===== src/rtl/xulie_piso_gen_if.sv =====
// Parallel-load / serial-out handshake bundle between a word source and the
// PISO generator feeding the 1110 detector.
interface xulie_piso_gen_if #(
  parameter int WIDTH = 8
);
  logic [WIDTH-1:0] Data_in;
  logic             Load_valid;
  logic             Load_ready;
  logic             Dout;
  logic             Dout_valid;
  logic             Last;
  logic             Busy;

  modport master (
    output Data_in, Load_valid,
    input  Load_ready, Dout, Dout_valid, Last, Busy
  );

  modport slave (
    input  Data_in, Load_valid,
    output Load_ready, Dout, Dout_valid, Last, Busy
  );
endinterface


===== src/rtl/xulie_piso_gen.sv =====
// Parallel-in/serial-out bit-stream generator with a one-word holding buffer so
// back-to-back words stream out with no idle bit between them.
module xulie_piso_gen #(
  parameter int WIDTH      = 8,
  parameter int MSB_FIRST  = 1,
  parameter bit IDLE_LEVEL = 1'b0
) (
  input  logic              Clk,
  input  logic              Reset,
  xulie_piso_gen_if.slave   bus
);
  localparam int CW = (WIDTH > 2) ? $clog2(WIDTH) : 1;

  typedef enum logic {IDLE, SHIFT} state_t;

  state_t           state, state_n;
  logic [WIDTH-1:0] sh, sh_n, hold, hold_n, shifted;
  logic [CW-1:0]    cnt, cnt_n;
  logic             hold_full, hold_full_n;
  logic             xfer, at_last;

  assign xfer    = bus.Load_valid & ~hold_full;
  assign at_last = (state == SHIFT) && (cnt == CW'(WIDTH - 1));
  assign shifted = (MSB_FIRST != 0) ? (sh << 1) : (sh >> 1);

  always_ff @(posedge Clk or posedge Reset) begin
    if (Reset) begin
      state     <= IDLE;
      sh        <= '0;
      cnt       <= '0;
      hold      <= '0;
      hold_full <= 1'b0;
    end else begin
      state     <= state_n;
      sh        <= sh_n;
      cnt       <= cnt_n;
      hold      <= hold_n;
      hold_full <= hold_full_n;
    end
  end

  always_comb begin
    state_n     = state;
    sh_n        = sh;
    cnt_n       = cnt;
    hold_n      = hold;
    hold_full_n = hold_full;
    unique case (state)
      IDLE: begin
        if (xfer) begin
          sh_n    = bus.Data_in;
          cnt_n   = '0;
          state_n = SHIFT;
        end
      end
      SHIFT: begin
        if (!at_last) begin
          sh_n  = shifted;
          cnt_n = cnt + CW'(1);
          if (xfer) begin
            hold_n      = bus.Data_in;
            hold_full_n = 1'b1;
          end
        end else if (hold_full) begin
          // Held word takes over on the boundary edge; Load_ready was low so no xfer here.
          sh_n        = hold;
          hold_full_n = 1'b0;
          cnt_n       = '0;
        end else if (xfer) begin
          sh_n  = bus.Data_in;
          cnt_n = '0;
        end else begin
          sh_n    = shifted;
          cnt_n   = '0;
          state_n = IDLE;
        end
      end
      default: state_n = IDLE;
    endcase
  end

  assign bus.Load_ready = ~hold_full;
  assign bus.Dout       = (state == SHIFT)
                          ? ((MSB_FIRST != 0) ? sh[WIDTH-1] : sh[0])
                          : IDLE_LEVEL;
  assign bus.Dout_valid = (state == SHIFT);
  assign bus.Last       = at_last;
  assign bus.Busy       = (state == SHIFT) | hold_full;
endmodule


===== src/flat_wrapper.sv =====
// flat-port wrapper written by rule: the top's interface ports become plain ports
module xulie_piso_gen_flat 
#(
  parameter int WIDTH      = 8,
  parameter int MSB_FIRST  = 1,
  parameter bit IDLE_LEVEL = 1'b0
)
  (Clk, Reset, bus_Data_in, bus_Load_valid, bus_Load_ready, bus_Dout, bus_Dout_valid, bus_Last, bus_Busy);
  xulie_piso_gen_if #(.WIDTH(WIDTH)) bus_i ();
  input  logic Clk;
  input  logic Reset;
  input wire logic [$bits(bus_i.Data_in)-1:0] bus_Data_in;
  input wire logic [$bits(bus_i.Load_valid)-1:0] bus_Load_valid;
  output wire logic [$bits(bus_i.Load_ready)-1:0] bus_Load_ready;
  output wire logic [$bits(bus_i.Dout)-1:0] bus_Dout;
  output wire logic [$bits(bus_i.Dout_valid)-1:0] bus_Dout_valid;
  output wire logic [$bits(bus_i.Last)-1:0] bus_Last;
  output wire logic [$bits(bus_i.Busy)-1:0] bus_Busy;
  assign bus_i.Data_in = bus_Data_in;
  assign bus_i.Load_valid = bus_Load_valid;
  assign bus_Load_ready = bus_i.Load_ready;
  assign bus_Dout = bus_i.Dout;
  assign bus_Dout_valid = bus_i.Dout_valid;
  assign bus_Last = bus_i.Last;
  assign bus_Busy = bus_i.Busy;
  xulie_piso_gen #(.WIDTH(WIDTH), .MSB_FIRST(MSB_FIRST), .IDLE_LEVEL(IDLE_LEVEL)) u_core (.Clk(Clk), .Reset(Reset), .bus(bus_i));
endmodule

===== config.mk =====
export PLATFORM = sky130hd
export DESIGN_NAME = xulie_piso_gen_flat
export DESIGN_NICKNAME = d
export VERILOG_FILES = /design/src/rtl/xulie_piso_gen_if.sv /design/src/rtl/xulie_piso_gen.sv /design/src/flat_wrapper.sv
export SDC_FILE = /design/constraint.sdc
export NUM_CORES = 1
export LEC_CHECK = 0
export CAP_MARGIN = 30
export CORE_UTILIZATION = 25
export CTS_CLUSTER_SIZE = 10
export DETAILED_ROUTE_END_ITERATION = 12
export HOLD_SLACK_MARGIN = 0.08
export SYNTH_ARGS = -nofsm -noshare
export SYNTH_HDL_FRONTEND = slang
export SYNTH_SLANG_ARGS = --single-unit
export TNS_END_PERCENT = 30

===== constraint.sdc =====
create_clock -name Clk -period 4.7 [get_ports Clk]
set_input_delay 1.175 -clock Clk [delete_from_list [all_inputs] [get_ports Clk]]
set_output_delay 1.175 -clock Clk [all_outputs]
set_load 0.02 [all_outputs]

==> results.txt, run 1 <==
The run finished with clean final reports. The peak per-stage delay on the critical path came out at 880 ps. The critical path is of the reg2out type. The synthesized instance count is 101. For the pin with the worst max-slew slack, the measured transition is 817.9 ps. The data arrival time of the critical path is 2340 ps. The residual overflow from global routing is 0.

The largest net degree at the start of global routing is 27. The sequential-to-total area share from yosys stat is 47.57%. The number of violations reported at the end of detailed-routing iteration 0 is 59. The share of total power dissipated in the clock network is 15.1%. The number of buffers between clock root and the deepest sink came out at 2. The leading cell type by number of instances after synthesis is sky130_fd_sc_hd__dfrtp_1. The share of cells above drive strength 1 came out at 16.07%.

After detailed routing, the number of remaining DRC violations is 0. The via density per instance came out at 5.272. The post-placement setup slack is 1495 ps. The routed design has 2422 microns of wire. Across the run, the number of max-cap violations was 0. The maximum level of the CTS H-tree came out at 1.

The cell with the largest stage delay on the worst path is sky130_fd_sc_hd__dfrtp_1. Net switching is 38.35% of the power. The final weighted congestion in routability-driven placement is 0.7403. The number of register bits inferred by synthesis came out at 21. The largest total area in the synthesized netlist belongs to sky130_fd_sc_hd__dfrtp_1.

Fill cells in the final layout number 438. Detailed routing inserted a total of 854 vias. The initialized floorplan defines 23 standard-cell rows. In this run the worst hold path is classified as reg2reg. The number of nets in the synthesized netlist is 114. The cell area power density came out at 596.7 nW/um^2.

The initial standard-cell utilization of the core came out at 26.85%. The antenna diode instance count is 0. Together, buffers and inverters on the worst path number 2. After layout, the minimum clock period comes to 3516 ps.

The switching power is 0.3015 mW. After layout, the worst setup slack is 1184 ps. The internal power of the cells totals 0.4847 mW. The wire length per cell is 14.95 microns. The clock reaches the later pin of the worst-skew pair after 260 ps. The first-pass GRT wire length is 3974 microns.

The period utilization came out at 74.80%. The worst setup path is captured at a primary output. The clock-pin transition on the worst setup and hold timing paths is 80 ps. The die outline width is 68.48 microns. The analysis attributes to cell leakage a power of 0.5251 nW. The count of endpoints failing hold in the final timing report is 0. The clock buffer count from CTS is 3. In the synthesized netlist the dominant register cell turns out to be sky130_fd_sc_hd__dfrtp_1.

Summed over all nets, the half-perimeter wirelength after detailed placement is 1656 microns. The critical path goes through nand2_1 > inv_1 > clkdlybuf4s50_1. The root buffer cell chosen for the clock tree is sky130_fd_sc_hd__clkbuf_8. Sorting the synthesized cells by how often they occur yields sky130_fd_sc_hd__dfrtp_1, sky130_fd_sc_hd__mux2_2.

After synthesis the cells add up to 1105 sq um. Buffers placed on the I/O ports in this run total 15. The final standard cell area without fillers came out at 1318 sq um. The required time of the critical path is 3520 ps. The TritonCTS clock tree is yes. The count of hold-fix buffers inserted at cts came out at 0.

After detailed placement, the total cell area comes to 1271 sq um. In the post-synthesis netlist, the biggest area contributors are sky130_fd_sc_hd__dfrtp_1, sky130_fd_sc_hd__mux2_2, sky130_fd_sc_hd__a22oi_1. The average cell area after synthesis is 10.94 sq um.

The post-layout total power came out at 0.7862 mW. The number of optimization iterations in the first detailed-route pass is 4. The worst-path maximum fanout came out at 26. The worst relative slew slack is 45.47%. The region available for standard cell placement spans 4115 sq um.

The number of global-route vias before repair came out at 848. The number of pins with negative max-slew slack in the final report came out at 0. The worst-case IR drop observed on VDD is 132.3 uV. The number of nets with antenna violations after detailed routing came out at 0.

The floorplan step defined a die boundary enclosing 4689 sq um. The post-layout utilization of the core came out at 32.02%. Per report_power, the combinational group accounts for 40.3% of the total. The count of different cell masters after synthesis came out at 29.

The Yosys warning count came out at 0. The async set-or-reset flop fraction in the synthesized netlist is 100.0%. After routing, the total negative slack on setup checks comes to 0 ps.

The final worst clock skew is 5.163 ps. The kind of cell with the highest combined delay along the critical path is flip-flops. Setup repair after global routing left no endpoint under its margin. The initial antenna violation count came to 0.

The combined global-route utilization of all metal layers came out at 11.45%. The top-area cell type share of the netlist area came out at 47.57%. Counting every sink on the clock net gives 21. From synthesis to final layout, the design area changed by 19.25%. The number of nets in the layout is 126.

The total of endpoints with negative setup slack in the final report came out at 0. Of the total power, registers draw 44.6%. Based on the critical path, the design can be clocked at up to 284.4 MHz.

STA classifies the critical path startpoint as a register. Once the clock tree was built, the setup fixing pass inserted 0 buffers. From bottom edge to top edge, the die measures 68.48 microns. The number of enable flip-flop cells after synthesis is 0. 16 I/O pins were placed. The number of gates resized after CTS is 0.
sequential cells by signal, summed over array words and instances (netlist names):
name                   flops
u_core.cnt                 3
u_core.hold_full           1
u_core.bus.Dout_valid      1
u_core.sh                  8
u_core.hold                8
power by group through the flow:
stage	clock [mW]	combinational, mW	sequential (mW)
2_1_floorplan	0	0.283	0.304
3_3_place_gp	0	0.311	0.348
3_5_place_dp	0	0.322	0.352
4_1_cts	0.122	0.322	0.348
5_1_grt	0.130	0.354	0.361
6_report	0.119	0.317	0.350
through the flow:
step                hold slack, ps  instances
global placement             498.5        158
global route                 527.7        162
CTS                          513.4        162
finish                       511.8        162
floorplan                    481.0        101
detailed placement           496.3        158
per-layer routing:
| metal | up-vias | global-route usage, % | part of all wire (%) |
|---|---|---|---|
| li1 | 407 | - | - |
| met1 | 421 | 14.21 | 48 |
| met2 | 22 | 19.49 | 46 |
| met3 | 4 | 1.833 | 4.9 |
| met4 | 0 | 4.688 | 1.1 |
| met5 | - | 0 | 0 |
cell families after synthesis:
kind of cell | after synthesis | share of synthesized area, %
compound gates | 29 | 18.12
simple gates | 27 | 17.10
flops | 21 | 47.56
buf+inv | 13 | 5.889
mux | 9 | 9.060
fa+ha+maj | 2 | 2.265
area by class of cell:
type | count | area (sq um) | area share [%]
repair buffers | 15 | 150.1 | 11.40
well taps | 50 | 62.56 | 4.748
clock inverters | 1 | 5.005 | 0.3799
multi-input cells | 67 | 514.2 | 39.03
flip-flops and latches | 21 | 525.5 | 39.89
clock buffers | 3 | 41.29 | 3.134
inverters | 5 | 18.77 | 1.425
path summary, 6_finish.rpt:
check                                       from        endpoint  slack [ps]  cells past startpoint
hold / removal                    u_core.hold[0]  u_core.hold[0]         510                      1
hold reg to reg                   u_core.hold[0]  u_core.hold[0]         510                      1
min in group asynchronous                  Reset    u_core.sh[2]        1360                      2
max in group asynchronous                  Reset    u_core.sh[3]        2850                      2
setup / recovery           u_core.bus.Dout_valid        bus_Last        1180                      3
setup reg to reg           u_core.bus.Dout_valid  u_core.hold[2]        2850                      3
cells in the final DEF, fill, tap and decap left out, drive strengths merged, types with 2 or more instances in the layout:
cell type and count:
clkdlybuf4s50 15, mux2 8, clkbuf 3, nand2 8
o22ai 3, o211ai 7, inv 5, o21ai 2
dfrtp 21, a31oi 7, a22oi 7, nand3 7
and4bb 2, ha 2, nor3 2, nor4bb 5
Power figures use the tool's default switching activity.
==> inputs of run 2 (changes only) <==
==> constraint.sdc (replaced) <==
create_clock -name Clk -period 3.65 [get_ports Clk]
set_input_delay 0.9125 -clock Clk [delete_from_list [all_inputs] [get_ports Clk]]
set_output_delay 0.9125 -clock Clk [all_outputs]
set_load 0.02 [all_outputs]
==> results.txt, run 2 (synthesized netlist as in run 1, its figures left out) <==
Counting stages on the worst path, the most repeated cell is sky130_fd_sc_hd__ha_1. The static power due to leakage is 0.5257 nW (+0.10%). The share of cells above drive strength 1 is 16.81% (+0.74 points). The root buffer selected by CTS is sky130_fd_sc_hd__clkbuf_8. The die outline width is 68.48 microns (unchanged). The die area is 4689 sq um (unchanged). The largest individual stage delay along the critical path comes from the cell sky130_fd_sc_hd__clkdlybuf4s50_1.

The max-capacitance violation count is 0 (unchanged). The buffer count from post-CTS setup fixing came to 0 (unchanged). The number of buffer cells added on primary ports is 15 (unchanged). The data arrival time of the critical path is 2200 ps (-140 ps).

The critical path goes through ha_1 > ha_1 > nand2_1 > inv_1 > clkdlybuf4s50_1. The length in cells of the worst reg-to-reg path was 4 (+1). The total wirelength of the detailed-routed design was 2502 microns (+3.3%).

The number of nets in the layout is 127 (+0.79%). The startpoint of the lowest-slack register-to-register path is u_core.bus.Dout_valid. The growth of design area from synthesis to finish came out at 20.16%. The largest net degree at the start of global routing was 22 (-19%). The antenna diode instance count came out at 0 (unchanged). The kind of cell with the highest combined delay along the critical path is buffers and inverters. The initial standard-cell utilization of the core is 26.85% (unchanged).

The count of endpoints failing hold in the final timing report is 0 (unchanged). The cell depth of the worst hold path came out at 1 (unchanged). The worst setup path is captured at a primary output. The setup slack of the most critical reg-to-reg path is 1730 ps (-1120 ps). The cell area power density came out at 778.1 nW/um^2 (+30%).

The setup TNS is 0 ps (unchanged). The vias after detailed routing came out at 904 (+5.9%). The period utilization came out at 85.14%. Leaving out fill and tap cells, the most frequent cells in the layout are sky130_fd_sc_hd__dfrtp_1, sky130_fd_sc_hd__clkdlybuf4s50_1, sky130_fd_sc_hd__mux2_2. STA classifies the critical path startpoint as a register. The count of hold-fix buffers inserted at cts came out at 0 (unchanged). The wire length per cell was 15.35 microns (+2.7%). The number of gates resized after CTS came out at 0 (unchanged). The path class of the tightest hold or removal check is reg2reg. TritonCTS built the clock tree. The first-pass GRT wire length is 4105 microns (+3.3%).

The worst relative slew slack was 46.85% (+1.4 points). The post-placement setup slack came out at 863.6 ps (-631.0 ps). The capture endpoint of the worst hold path is u_core.hold[2]. The core area is 4115 sq um (unchanged). The number of global-route vias before repair came out at 867 (+2.2%). The number of standard-cell rows in the floorplan came to 23 (unchanged). The footprint of the flip-flops and latches came out at 525.5 sq um (unchanged). The transition time at the pin with the least slew margin came to 796.3 ps (-21.61 ps). The number of buffers between clock root and the deepest sink is 2 (unchanged). The boundary pin count came out at 16 (unchanged). The clock buffer count from CTS came out at 3 (unchanged).

In this run the critical register-to-register path is captured at u_core.hold[4]. The worst path setup slack after routing is 542.5 ps (-641.8 ps). The number of sinks handled by clock tree synthesis came out at 21 (unchanged). The combined global-route utilization of all metal layers came out at 11.81% (+0.36 points). The initial antenna violation count came out at 0 (unchanged). The final worst clock skew came out at 2.750 ps (-2.413 ps). The post-layout total power was 1.033 mW (+31%).

Setup repair after global routing left no endpoint under its margin. The largest registers in the layout are u_core.hold (8), u_core.sh (8), u_core.cnt (3). The peak per-stage delay on the critical path came out at 610 ps (-270 ps). For this run, the top clock speed supported by timing is 321.8 MHz. The post-detailed-route DRC marker count was 0 (unchanged). The critical path is of the reg2out type. The placed wire-length estimate after detailed placement is 1713 microns (+3.4%). The clock latency reported for the late side of the worst-skew pair came out at 270 ps (about the same). The worst-path maximum fanout came out at 8 (-69%). The filler cell count in the final layout came out at 422 (-3.7%). The maximum ir drop on the vdd rail is 165.3 uV (+25%). The total of endpoints with negative setup slack in the final report is 0 (unchanged). The die height is 68.48 microns (unchanged).

The clock-pin transition on the worst setup and hold timing paths came out at 80 ps (about the same). The final weighted congestion in routability-driven placement came out at 0.7248 (-2.1%). The number of nets with antenna violations after detailed routing came to 0 (unchanged). The path length in cells of the critical path came to 5 (+2). The via density per instance came to 5.546 (+5.2%).

The count of buffering cells on the critical path with inverters included came out at 2 (unchanged). The post-layout utilization of the core came out at 32.26% (+0.24 points). Leaving out fill and tap cells, the most frequent cell in the layout is sky130_fd_sc_hd__dfrtp_1. The run finished with clean final reports. The critical hold path startpoint is u_core.hold[2]. The required time of the critical path came out at 2740 ps (-780 ps). The number of optimization iterations in the first detailed-route pass came out at 5 (+1).

The maximum level of the CTS H-tree came out at 1 (unchanged). The smallest clock period supported by the final layout is computed as 3108 ps. The multi-input gate area in the final layout came out at 514.2 sq um (unchanged). The residual overflow from global routing was 0 (unchanged). The number of pins with negative max-slew slack in the final report came out at 0 (unchanged). The number of violations reported at the end of detailed-routing iteration 0 is 94 (+59%).
run 2: cell types whose count changed in the layout (fill, tap and decap cells not counted):
cell,previous run,this run
sky130_fd_sc_hd__clkinv_2,1,0
sky130_fd_sc_hd__buf_4,0,1
sky130_fd_sc_hd__clkinvlp_4,0,1
run 2: worst max path at each step:
stage | start | to | slack [ps]
6_report | u_core.cnt[0] | bus_Last | 540
5_1_grt | u_core.cnt[0] | bus_Last | 460
4_1_cts | u_core.cnt[0] | bus_Last | 560
3_5_place_dp | u_core.cnt[0] | bus_Last | 860
3_3_place_gp | u_core.cnt[0] | bus_Last | 960
2_1_floorplan | u_core.cnt[0] | bus_Last | 1480
run 2: stage by stage:
| stage | instance area, sq um | instances | hold slack (ps) |
|---|---|---|---|
| after floorplan | 1105 | 101 | 481.0 |
| after global placement | 1279 | 159 | 500.7 |
| after detailed placement | 1279 | 159 | 502.2 |
| after CTS | 1328 | 163 | 521.4 |
| after global routing | 1328 | 163 | 530.3 |
| final | 1328 | 163 | 514.6 |
run 2: routing by layer:
layer / global-route usage (%) / routed length, microns / vias up
met5: 0 / 0 / -
met3: 2.833 / 138 / 4
met2: 20.47 / 1210 / 29
met1: 14.36 / 1133 / 465
li1: - / - / 406
met4: 3.385 / 19 / 0
run 2: power breakdown:
part           leakage, nW  total (mW)  internal (mW)  switching (mW)
sequential           0.257       0.443          0.335           0.108
clock               0.0217       0.158         0.0772          0.0812
combinational        0.247       0.432          0.219           0.213
total                0.526        1.03          0.631           0.402
run 2: cell type report:
| class | instances | area share (%) |
|---|---|---|
| sequential | 21 | 39.59 |
| clock inverter | 1 | 0.5655 |
| multi-input combinational | 67 | 38.74 |
| inverter | 5 | 1.414 |
| timing repair buffer | 16 | 11.88 |
| clock buffer | 3 | 3.110 |
| tap | 50 | 4.713 |
==> inputs of run 3 (changes only) <==
--- a/config.mk
+++ b/config.mk
@@ -9,6 +9,7 @@
 export CORE_UTILIZATION = 25
 export CTS_CLUSTER_SIZE = 10
 export DETAILED_ROUTE_END_ITERATION = 12
+export GPL_TIMING_DRIVEN = 0
 export HOLD_SLACK_MARGIN = 0.08
 export SYNTH_ARGS = -nofsm -noshare
 export SYNTH_HDL_FRONTEND = slang
==> results.txt, run 3 (synthesized netlist as in run 1, its figures left out) <==
The run finished with clean final reports. The transition time at the pin with the least slew margin is 802.4 ps (+6.079 ps). The final worst clock skew came out at 1.022 ps (-1.729 ps). The number of optimization iterations in the first detailed-route pass came to 4 (-1). The number of buffers between clock root and the deepest sink came out at 2 (unchanged). The number of global-route vias before repair came out at 974 (+12%). The worst-path maximum fanout is 8 (unchanged).

The logic gate share of total power came to 47.4% (+5.6 points). The count of hold-fix buffers inserted at cts is 0 (unchanged). The maximum ir drop on the vdd rail is 179.7 uV (+8.8%). The static power due to leakage is 0.5488 nW (+4.4%). The number of sinks handled by clock tree synthesis is 21 (unchanged). The setup slack of the most critical reg-to-reg path is 1700 ps (-30 ps). The core area came out at 4115 sq um (unchanged). The clock-pin transition on the worst setup and hold timing paths came to 70 ps (about the same). The part of the power in registers was 38.1% (-4.8 points). The worst hold margin came out at 516.5 ps (+1.907 ps). The worst path setup slack after routing came out at 375.5 ps (-167.0 ps). The capture endpoint of the worst hold path is u_core.hold[1].

The internal cell power came to 0.6487 mW (+2.8%). The final weighted congestion in routability-driven placement is 0.7439 (+2.6%). The via density per instance is 5.318 (-4.1%).

The vias after detailed routing came to 904 (unchanged). In this run the critical register-to-register path is launched from u_core.cnt[0]. The post-layout total power came out at 1.057 mW (+2.4%).

The share of cells above drive strength 1 is 19.17% (+2.4 points). The number of pins with negative max-slew slack in the final report is 0 (unchanged). The post-placement setup slack came out at 704.2 ps (-159.4 ps). The initial antenna violation count is 0 (unchanged). The max-capacitance violation count is 0 (unchanged).

The total wirelength of the detailed-routed design came out at 2695 microns (+7.7%). The clock latency reported for the late side of the worst-skew pair is 260 ps (about the same). The minimum clock period is 3274 ps (+167.0 ps). The data arrival time of the critical path is 2360 ps (+160 ps). The number of nets with antenna violations after detailed routing is 0 (unchanged). TritonCTS built the clock tree. The part of the power in the clock network came out at 14.5% (-0.8 points). STA classifies the critical path startpoint as a register.

CTS placed an instance of sky130_fd_sc_hd__clkbuf_8 at the clock tree root. The cell area power density is 776.0 nW/um^2 (-0.28%). The placed wire-length estimate after detailed placement is 1842 microns (+7.5%). The filler-free cell count of the finished design came out at 170 (+4.3%). The critical hold path startpoint is u_core.hold[1]. The antenna diode instance count is 0 (unchanged). The die area is 4689 sq um (unchanged). The die height is 68.48 microns (unchanged).

The number of placed instances, taps included was 166 (+4.4%). The required time of the critical path is 2740 ps (about the same). The residual overflow from global routing is 0 (unchanged). The number of nets in the layout came out at 134 (+5.5%).

The worst relative slew slack came out at 46.45% (-0.41 points). The number of buffer cells added on primary ports came out at 15 (unchanged). The maximum level of the CTS H-tree is 1 (unchanged).

The die outline width came to 68.48 microns (unchanged). The post-detailed-route DRC marker count came out at 0 (unchanged). The count of endpoints failing hold in the final timing report came out at 0 (unchanged). In the final layout, the registers with the most flip-flops are u_core.hold (8), u_core.sh (8), u_core.cnt (3). The worst setup path is captured at a primary output. The wire length per cell came out at 15.85 microns (+3.3%).

The critical path in this run is classified as reg2out. The switching power came out at 0.4086 mW (+1.7%). The switching part of the total power came out at 38.64% (-0.25 points). Setup repair after global routing left no endpoint under its margin. The highest clock rate came to 305.4 MHz (-5.1%). The initial standard-cell utilization of the core was 26.85% (unchanged). The number of gates resized after CTS is 0 (unchanged). The length in cells of the worst reg-to-reg path is 5 (+1). The period utilization was 89.71% (+4.6 points). The library cells used most frequently in the layout, excluding fill and tap cells, are sky130_fd_sc_hd__dfrtp_1, sky130_fd_sc_hd__clkdlybuf4s50_1, sky130_fd_sc_hd__mux2_2. The number of violations reported at the end of detailed-routing iteration 0 was 69 (-27%). The cell depth of the worst hold path is 1 (unchanged). The growth of design area from synthesis to finish came out at 23.33%. The boundary pin count came out at 16 (unchanged). The buffer count from post-CTS setup fixing is 0 (unchanged). Leaving out fill and tap cells, the most frequent cell in the layout is sky130_fd_sc_hd__dfrtp_1. The combined global-route utilization of all metal layers was 13.19% (+1.4 points). The first-pass GRT wire length is 4491 microns (+9.4%). The clock buffer count from CTS came out at 3 (unchanged). The endpoint identified for the worst register-to-register timing path is u_core.hold[6]. The path category of the worst min-delay check is reg2reg. The total of endpoints with negative setup slack in the final report is 0 (unchanged). The filler cell count in the final layout came out at 424 (+0.47%). The setup TNS is 0 ps (unchanged).

The largest net degree at the start of global routing came out at 22 (unchanged). The number of standard-cell rows in the floorplan came to 23 (unchanged).
## run 3: cell count changes in the layout (fill, tap and decap cells not counted), sizes merged
cell      delta
buf          +4
clkbuf       +4
clkinvlp     -1
## run 3: final cells by class
cell class              instances  area (sq um)  area share (%)
well taps                      50         62.56           4.591
plain buffers                   8         46.29           3.398
inverters                       5         18.77           1.377
flip-flops and latches         21         525.5           38.57
clock buffers                   4         45.04           3.306
repair buffers                 15         150.1           11.02
multi-input cells              67         514.2           37.74
## run 3: metal layers
metal	vias to the layer above	global-route usage [%]	share of wire (%)
met2	27	21.69	45
met3	11	2.667	4.6
li1	425	-	-
met4	0	7.552	2.7
met1	441	15.83	47
met5	-	0	0
## run 3: worst max-delay path: stages (launching register included)
cell                              delay [ps]
sky130_fd_sc_hd__dfrtp_1                 380
sky130_fd_sc_hd__ha_1                    160
sky130_fd_sc_hd__ha_1                    130
sky130_fd_sc_hd__clkbuf_1                310
sky130_fd_sc_hd__nand2_1                 310
sky130_fd_sc_hd__inv_1                   190
sky130_fd_sc_hd__clkdlybuf4s50_1         620
## run 3: worst max path at each step
| stage | startpoint | to | cells past startpoint |
|---|---|---|---|
| 2_1_floorplan | u_core.cnt[0] | bus_Last | 5 |
| 3_3_place_gp | u_core.cnt[0] | bus_Last | 6 |
| 3_5_place_dp | u_core.cnt[0] | bus_Last | 6 |
| 4_1_cts | u_core.cnt[0] | bus_Last | 6 |
| 5_1_grt | u_core.cnt[0] | bus_Last | 6 |
| 6_report | u_core.cnt[0] | bus_Last | 6 |
## run 3: through the flow
step	area, sq um	utilization [%]
2_1_floorplan	1105	-
3_3_place_gp	1318	32.02
3_5_place_dp	1318	32.02
4_1_cts	1363	33.11
5_1_grt	1363	33.11
6_report	1363	33.11
## run 3: power by group through the flow
| stage | registers (mW) | logic, mW | clock network, mW |
|---|---|---|---|
| global route | 0.415 | 0.555 | 0.170 |
| CTS | 0.402 | 0.502 | 0.154 |
| detailed placement | 0.407 | 0.499 | 0 |
| finish | 0.403 | 0.501 | 0.153 |
| global placement | 0.401 | 0.488 | 0 |
| floorplan | 0.392 | 0.364 | 0 |
